===== config.mk =====
export PLATFORM = sky130hd
export DESIGN_NAME = imem_loader
export DESIGN_NICKNAME = d
export VERILOG_FILES = /design/src/rtl/imem_loader.sv
export SDC_FILE = /design/constraint.sdc
export NUM_CORES = 1
export LEC_CHECK = 0
export ABC_AREA = 0
export CORE_UTILIZATION = 52
export DETAILED_ROUTE_END_ITERATION = 12
export HOLD_SLACK_MARGIN = 0.12
export PLACE_DENSITY = 0.89
export REMOVE_ABC_BUFFERS = 1
export SYNTH_ARGS = -nofsm -noshare
export SYNTH_HDL_FRONTEND = slang
export SYNTH_SLANG_ARGS = --single-unit

===== constraint.sdc =====
create_clock -name clk -period 2.4 [get_ports clk]
set_clock_uncertainty 0.2 [all_clocks]
set_input_delay 0.72 -clock clk [delete_from_list [all_inputs] [get_ports clk]]
set_output_delay 0.72 -clock clk [all_outputs]
set_load 0.03 [all_outputs]

===== src/rtl/imem_loader.sv =====
// Instruction-memory loader: assembles a framed big-endian byte stream into 32-bit words for the IMEM write port and holds the CPU in reset until the checksum verifies.
// Latency: the write pulse comes 1 cycle after the 4th byte of a word; done/error come 1 cycle after the CSUM byte.
// Backpressure: in_ready is decoded from state only (high while loading, low in DONE/ERR). Define LOADER_TIMEOUT_EN to enable the inter-byte timeout.
module imem_loader #(
    parameter int ADDR_W  = 8,
    parameter int TIMEOUT = 1000
) (
    input  logic              clk,
    input  logic              reset,
    input  logic [7:0]        in_data,
    input  logic              in_valid,
    output logic              in_ready,
    input  logic              restart,
    output logic              imem_we,
    output logic [31:0]       imem_addr,
    output logic [31:0]       imem_wdata,
    output logic              cpu_hold,
    output logic              done,
    output logic              error,
    output logic [ADDR_W:0]   loaded_words
);

    localparam int DEPTH = 1 << ADDR_W;
    localparam logic [ADDR_W:0] IDX_ONE = 1;

    typedef enum logic [2:0] {
        S_LEN_HI,
        S_LEN_LO,
        S_DATA,
        S_CSUM,
        S_DONE,
        S_ERR
    } state_t;

    state_t            state_q, state_d;
    logic [7:0]        len_hi_q, len_hi_d;
    logic [15:0]       len_q, len_d;
    logic [1:0]        byte_cnt_q, byte_cnt_d;
    logic [23:0]       word_q, word_d;       // first three bytes of the word in flight
    logic [ADDR_W:0]   word_idx_q, word_idx_d;
    logic [7:0]        xor_q, xor_d;
    logic              we_q, we_d;
    logic [31:0]       addr_q, addr_d;
    logic [31:0]       wdata_q, wdata_d;
    logic              xfer;
    logic [15:0]       n_len;

`ifdef LOADER_TIMEOUT_EN
    localparam int TW = (TIMEOUT > 1) ? $clog2(TIMEOUT + 1) : 1;
    logic [TW-1:0]     tmo_q, tmo_d;
`else
    logic [31:0]       unused_timeout;
    assign unused_timeout = 32'(TIMEOUT);
`endif

    assign in_ready     = (state_q == S_LEN_HI) || (state_q == S_LEN_LO) ||
                          (state_q == S_DATA)   || (state_q == S_CSUM);
    assign xfer         = in_valid && in_ready;
    assign n_len        = {len_hi_q, in_data};

    assign imem_we      = we_q;
    assign imem_addr    = addr_q;
    assign imem_wdata   = wdata_q;
    assign cpu_hold     = (state_q != S_DONE);
    assign done         = (state_q == S_DONE);
    assign error        = (state_q == S_ERR);
    assign loaded_words = word_idx_q;

    // Next-state logic: frame parsing, word assembly, checksum and write pulse generation
    always_comb begin
        state_d    = state_q;
        len_hi_d   = len_hi_q;
        len_d      = len_q;
        byte_cnt_d = byte_cnt_q;
        word_d     = word_q;
        word_idx_d = word_idx_q;
        xor_d      = xor_q;
        we_d       = 1'b0;
        addr_d     = addr_q;
        wdata_d    = wdata_q;
`ifdef LOADER_TIMEOUT_EN
        tmo_d      = tmo_q;
`endif

        case (state_q)
            S_LEN_HI: begin
                if (xfer) begin
                    len_hi_d = in_data;
                    state_d  = S_LEN_LO;
                end
            end
            S_LEN_LO: begin
                if (xfer) begin
                    len_d = n_len;
                    if (32'(n_len) > 32'(DEPTH)) begin
                        state_d = S_ERR;
                    end else if (n_len == 16'd0) begin
                        state_d = S_CSUM;
                    end else begin
                        state_d = S_DATA;
                    end
                end
            end
            S_DATA: begin
                if (xfer) begin
                    xor_d = xor_q ^ in_data;
                    if (byte_cnt_q == 2'd3) begin
                        // Word complete: register the write so it pulses next cycle
                        we_d       = 1'b1;
                        addr_d     = 32'(word_idx_q) << 2;
                        wdata_d    = {word_q, in_data};
                        word_idx_d = word_idx_q + IDX_ONE;
                        byte_cnt_d = 2'd0;
                        word_d     = 24'd0;
                        if ((32'(word_idx_q) + 32'd1) == 32'(len_q)) begin
                            state_d = S_CSUM;
                        end
                    end else begin
                        word_d     = {word_q[15:0], in_data};
                        byte_cnt_d = byte_cnt_q + 2'd1;
                    end
                end
            end
            S_CSUM: begin
                if (xfer) begin
                    state_d = (in_data == xor_q) ? S_DONE : S_ERR;
                end
            end
            S_DONE, S_ERR: begin
                if (restart) begin
                    state_d    = S_LEN_HI;
                    len_hi_d   = 8'd0;
                    len_d      = 16'd0;
                    byte_cnt_d = 2'd0;
                    word_d     = 24'd0;
                    word_idx_d = '0;
                    xor_d      = 8'd0;
                end
            end
            default: state_d = S_LEN_HI;
        endcase

`ifdef LOADER_TIMEOUT_EN
        // Only mid-frame states time out; any transfer restarts the count
        if (xfer || !((state_q == S_LEN_LO) || (state_q == S_DATA) || (state_q == S_CSUM))) begin
            tmo_d = '0;
        end else if (tmo_q == TW'(TIMEOUT - 1)) begin
            tmo_d   = '0;
            state_d = S_ERR;
        end else begin
            tmo_d = tmo_q + 1'b1;
        end
`endif
    end

    // State and datapath registers with synchronous reset
    always_ff @(posedge clk) begin
        if (reset) begin
            state_q    <= S_LEN_HI;
            len_hi_q   <= 8'd0;
            len_q      <= 16'd0;
            byte_cnt_q <= 2'd0;
            word_q     <= 24'd0;
            word_idx_q <= '0;
            xor_q      <= 8'd0;
            we_q       <= 1'b0;
            addr_q     <= 32'd0;
            wdata_q    <= 32'd0;
`ifdef LOADER_TIMEOUT_EN
            tmo_q      <= '0;
`endif
        end else begin
            state_q    <= state_d;
            len_hi_q   <= len_hi_d;
            len_q      <= len_d;
            byte_cnt_q <= byte_cnt_d;
            word_q     <= word_d;
            word_idx_q <= word_idx_d;
            xor_q      <= xor_d;
            we_q       <= we_d;
            addr_q     <= addr_d;
            wdata_q    <= wdata_d;
`ifdef LOADER_TIMEOUT_EN
            tmo_q      <= tmo_d;
`endif
        end
    end

endmodule


==> results.md <==
- Max Buffers Root-to-Sink: 2
- Critical path start-end classification: register to output pin
- Fraction of final layout cells with drive strength greater than 1: 0.119
- Number of flip-flops and latches in the synthesized netlist: 112
- RD Place Congestion: 0.913
- RSZ-0062 raised after global routing: false
- Highest achievable clock rate: 0.427 GHz
- Clock root buffer: sky130_fd_sc_hd__clkbuf_8
- Total power per unit cell area: 608 nW/um^2
- Cell Area, Synth: 4950 sq um
- Crit path arrival time: 1.42 ns
- Final worst-path cycle share: 0.975
- Start point of the critical path: imem_wdata[12]$_SDFFE_PP0P_
- Register area share after synthesis: 0.453
- Number of antenna diodes: 0
- Cell with the largest stage delay on the worst path: sky130_fd_sc_hd__clkdlybuf4s50_1
- Routed wire length: 12100 um
- Final ANT Viol Nets: 0
- Drt initial violations: 371
- Yosys warning count: 0
- Min Hold Slack: 0.258 ns
- Fraction of synthesized cell area taken by the top area cell type: 0.453
- Kind of end point of the critical path: output pin
- Met2 capacity usage during global routing: 0.419
- Later-pin clock latency in the skew report: 0.39 ns
- Post-synth cell types: 49
- Most used flip-flop cell after synthesis: sky130_fd_sc_hd__dfxtp_1
- Dpl hpwl: 8360 um
- Critical path cell sequence: clkdlybuf4s50_1
- Core ar.: 9240 sq um
- Top post-synthesis cells by count: sky130_fd_sc_hd__nand2_1 (132), sky130_fd_sc_hd__dfxtp_1 (112), sky130_fd_sc_hd__a21oi_1 (97)
- Final max-slew violation count: 0
- Count of final setup violators: 0
- Count of buffer and inverter cells on the critical path: 1
- Synthesized area per cell: 7.96 sq um
- Critical path fanouts, max: 2
- Starting utilization of the core area: 0.535
- Source of the worst hold timing path: imem_wdata[13]$_SDFFE_PP0P_
- Routed WL per cell: 14.5 um
- Slew Limit Headroom: 0.633
- Drt drc: 0
- Reg2reg start: byte_cnt_q[0]$_SDFFE_PP0P_
- Worst slack after detailed placement: -0.258 ns
- Maximum number of pins on one net before global-route repair: 52
- Wire length of the first global-routing pass: 19700 um
- Total area of sequential cells: 2240 sq um
- Post-synth EDFFs: 0
- Kind of start point of the critical path: register
- Largest vdd supply drop: 0.416 mV
- Clock period minus final worst setup slack: 2.34 ns
- Fin Setup TNS: 0 ns
- Count of buffers inserted at the top-level ports: 66
- Cell types with the largest area share after synthesis: sky130_fd_sc_hd__dfxtp_1 (45%), sky130_fd_sc_hd__nand2_1 (10%), sky130_fd_sc_hd__a21oi_1 (9.8%)
- Most instantiated library cell after synthesis: sky130_fd_sc_hd__nand2_1
- Via/cell ratio: 5.58
- Required arrival time at the worst endpoint: 1.48 ns
- Family of cells with the greatest summed delay on the critical path: buffers and inverters
- DIE HEIGHT: 99.5 um
- Number of hold-repair buffers added at the cts stage: 0
- Layer with the highest usage after global routing: met2
- Clock sink total: 112
- Max Cap Violations: 0
- Number of filler instances in the final layout: 692
- DIE WIDTH: 99.5 um
- Net count, final: 713
- Global-route met1 utilization: 0.303
- Detailed-router iteration count before antenna repair: 5
- I/O pin count: 90
- Outcome: completed
- TritonCTS clock tree: done
- GRT Overall Usage: 0.249
- Final critical-path setup slack: 0.0605 ns
- Highest cell delay on the worst timing path: 0.68 ns
- Routed vias: 4645
- Final core area utilization: 0.662
- Kind of path behind the tightest hold check: register to register
- H-tree level count: 3
- Global Route met3 Usage: 0.0548
- Number of antenna violations at the first check in global routing: 0
- Leakage: 2.24 nW
- Multi-input gate area: 2340 sq um
- Remaining Overflow, GRT: 0
- CTS buffer count: 9
- Post-synthesis instance total: 621
- Fin. Hold Viols: 0
- Area enclosed by the die boundary: 9910 sq um
- Area delta synth->final: 23.6%
- Synth async-reset ratio: 0
- Clock transition at the registers of the reported paths: 0.11 ns
- Number of standard-cell rows in the floorplan: 35
- Number of global-route vias before repair: 4246
- Transition time of the tightest slew-check pin: 0.550 ns
- Yosys top cell by area: sky130_fd_sc_hd__dfxtp_1
[worst paths after layout]
kind / to / slack [ns] / depth (start not counted)
max: imem_wdata[12] / 0.06 / 1
max reg2reg: state_q[0]$_SDFFE_PP0P_ / 0.13 / 7
min reg2reg: imem_wdata[13]$_SDFFE_PP0P_ / 0.26 / 2
min: imem_wdata[13]$_SDFFE_PP0P_ / 0.26 / 2
[placed cells by master (no fill, tap or decap), types with 3 or more instances in the layout]
master                            count
sky130_fd_sc_hd__buf_4               47
sky130_fd_sc_hd__clkbuf_8             9
sky130_fd_sc_hd__xor2_1              12
sky130_fd_sc_hd__nor3_1               6
sky130_fd_sc_hd__dlygate4sd2_1        3
sky130_fd_sc_hd__xnor2_1              8
sky130_fd_sc_hd__nand3_1             39
sky130_fd_sc_hd__clkdlybuf4s50_1     58
sky130_fd_sc_hd__a22oi_1             16
sky130_fd_sc_hd__buf_12               9
sky130_fd_sc_hd__conb_1              23
sky130_fd_sc_hd__inv_6                3
sky130_fd_sc_hd__inv_1                3
sky130_fd_sc_hd__o21ai_0              8
sky130_fd_sc_hd__dfxtp_1            112
sky130_fd_sc_hd__nor4_1               7
sky130_fd_sc_hd__nand3b_1             8
sky130_fd_sc_hd__nand2_1            131
sky130_fd_sc_hd__nor2_1              43
sky130_fd_sc_hd__and3_1               3
sky130_fd_sc_hd__o21ai_1              9
sky130_fd_sc_hd__nand2b_1             5
sky130_fd_sc_hd__a21oi_1             97
[state kept, by name, indices dropped and copies added (netlist names)]
register      count
word_q           24
imem_addr         9
xor_q             8
len_hi_q          8
len_q            16
byte_cnt_q        2
imem_we           1
loaded_words      9
state_q           3
imem_wdata       32
[final cells by class]
type / instances / share of cell area
multi-input combinational: 453 / 0.383
clock buffer: 10 / 0.0209
timing repair buffer: 120 / 0.191
inverter: 3 / 0.00184
tap: 129 / 0.0264
clock inverter: 6 / 0.0100
sequential: 112 / 0.367
[logic make-up after synthesis]
kind of cell             count (synthesis)  share of synthesized area
adder cells (fa/ha/maj)                  2                    0.00506
multiplexers                             2                    0.00405
AO/OA/AOI/OAI                          144                      0.165
flip-flops                             112                      0.453
other                                    1                   0.000758
XOR/XNOR                                20                     0.0354
AND/OR/NAND/NOR                        262                      0.245
buffers and inverters                   78                     0.0906
[what timing repair did]
| item | in CTS | in global routing |
|---|---|---|
| setup endpoints to repair | 4 | 3 |
| hold endpoints to repair | 0 | 0 |
| setup buffers | 0 | 2 |
| gates resized for setup | 4 | 4 |
[per-stage QoR]
step / cell area [sq um] / total power [W] / std cells
after floorplan: 4590 / 0.00235 / 568
after global placement: 5910 / 0.00262 / 815
after detailed placement: 5910 / 0.00264 / 815
after CTS: 6100 / 0.00372 / 831
after global routing: 6110 / 0.00386 / 833
final: 6110 / 0.00372 / 833
[power breakdown]
group          total [W]  leakage [nW]  switching [W]  internal [W]
sequential       0.00197         0.904      0.0000497       0.00192
combinational   0.000661          1.24       0.000402      0.000258
clock            0.00109        0.0926       0.000684      0.000406
total            0.00372          2.24        0.00114       0.00258
[layer usage]
layer | routed length [um] | share of wire | vias up
met2 | 5990 | 0.50 | 229
met4 | 379 | 0.031 | 0
met5 | 0 | 0 | -
met1 | 4910 | 0.41 | 2165
met3 | 807 | 0.067 | 44
li1 | - | - | 2207
No activity file was read; power rests on OpenSTA's default activity.
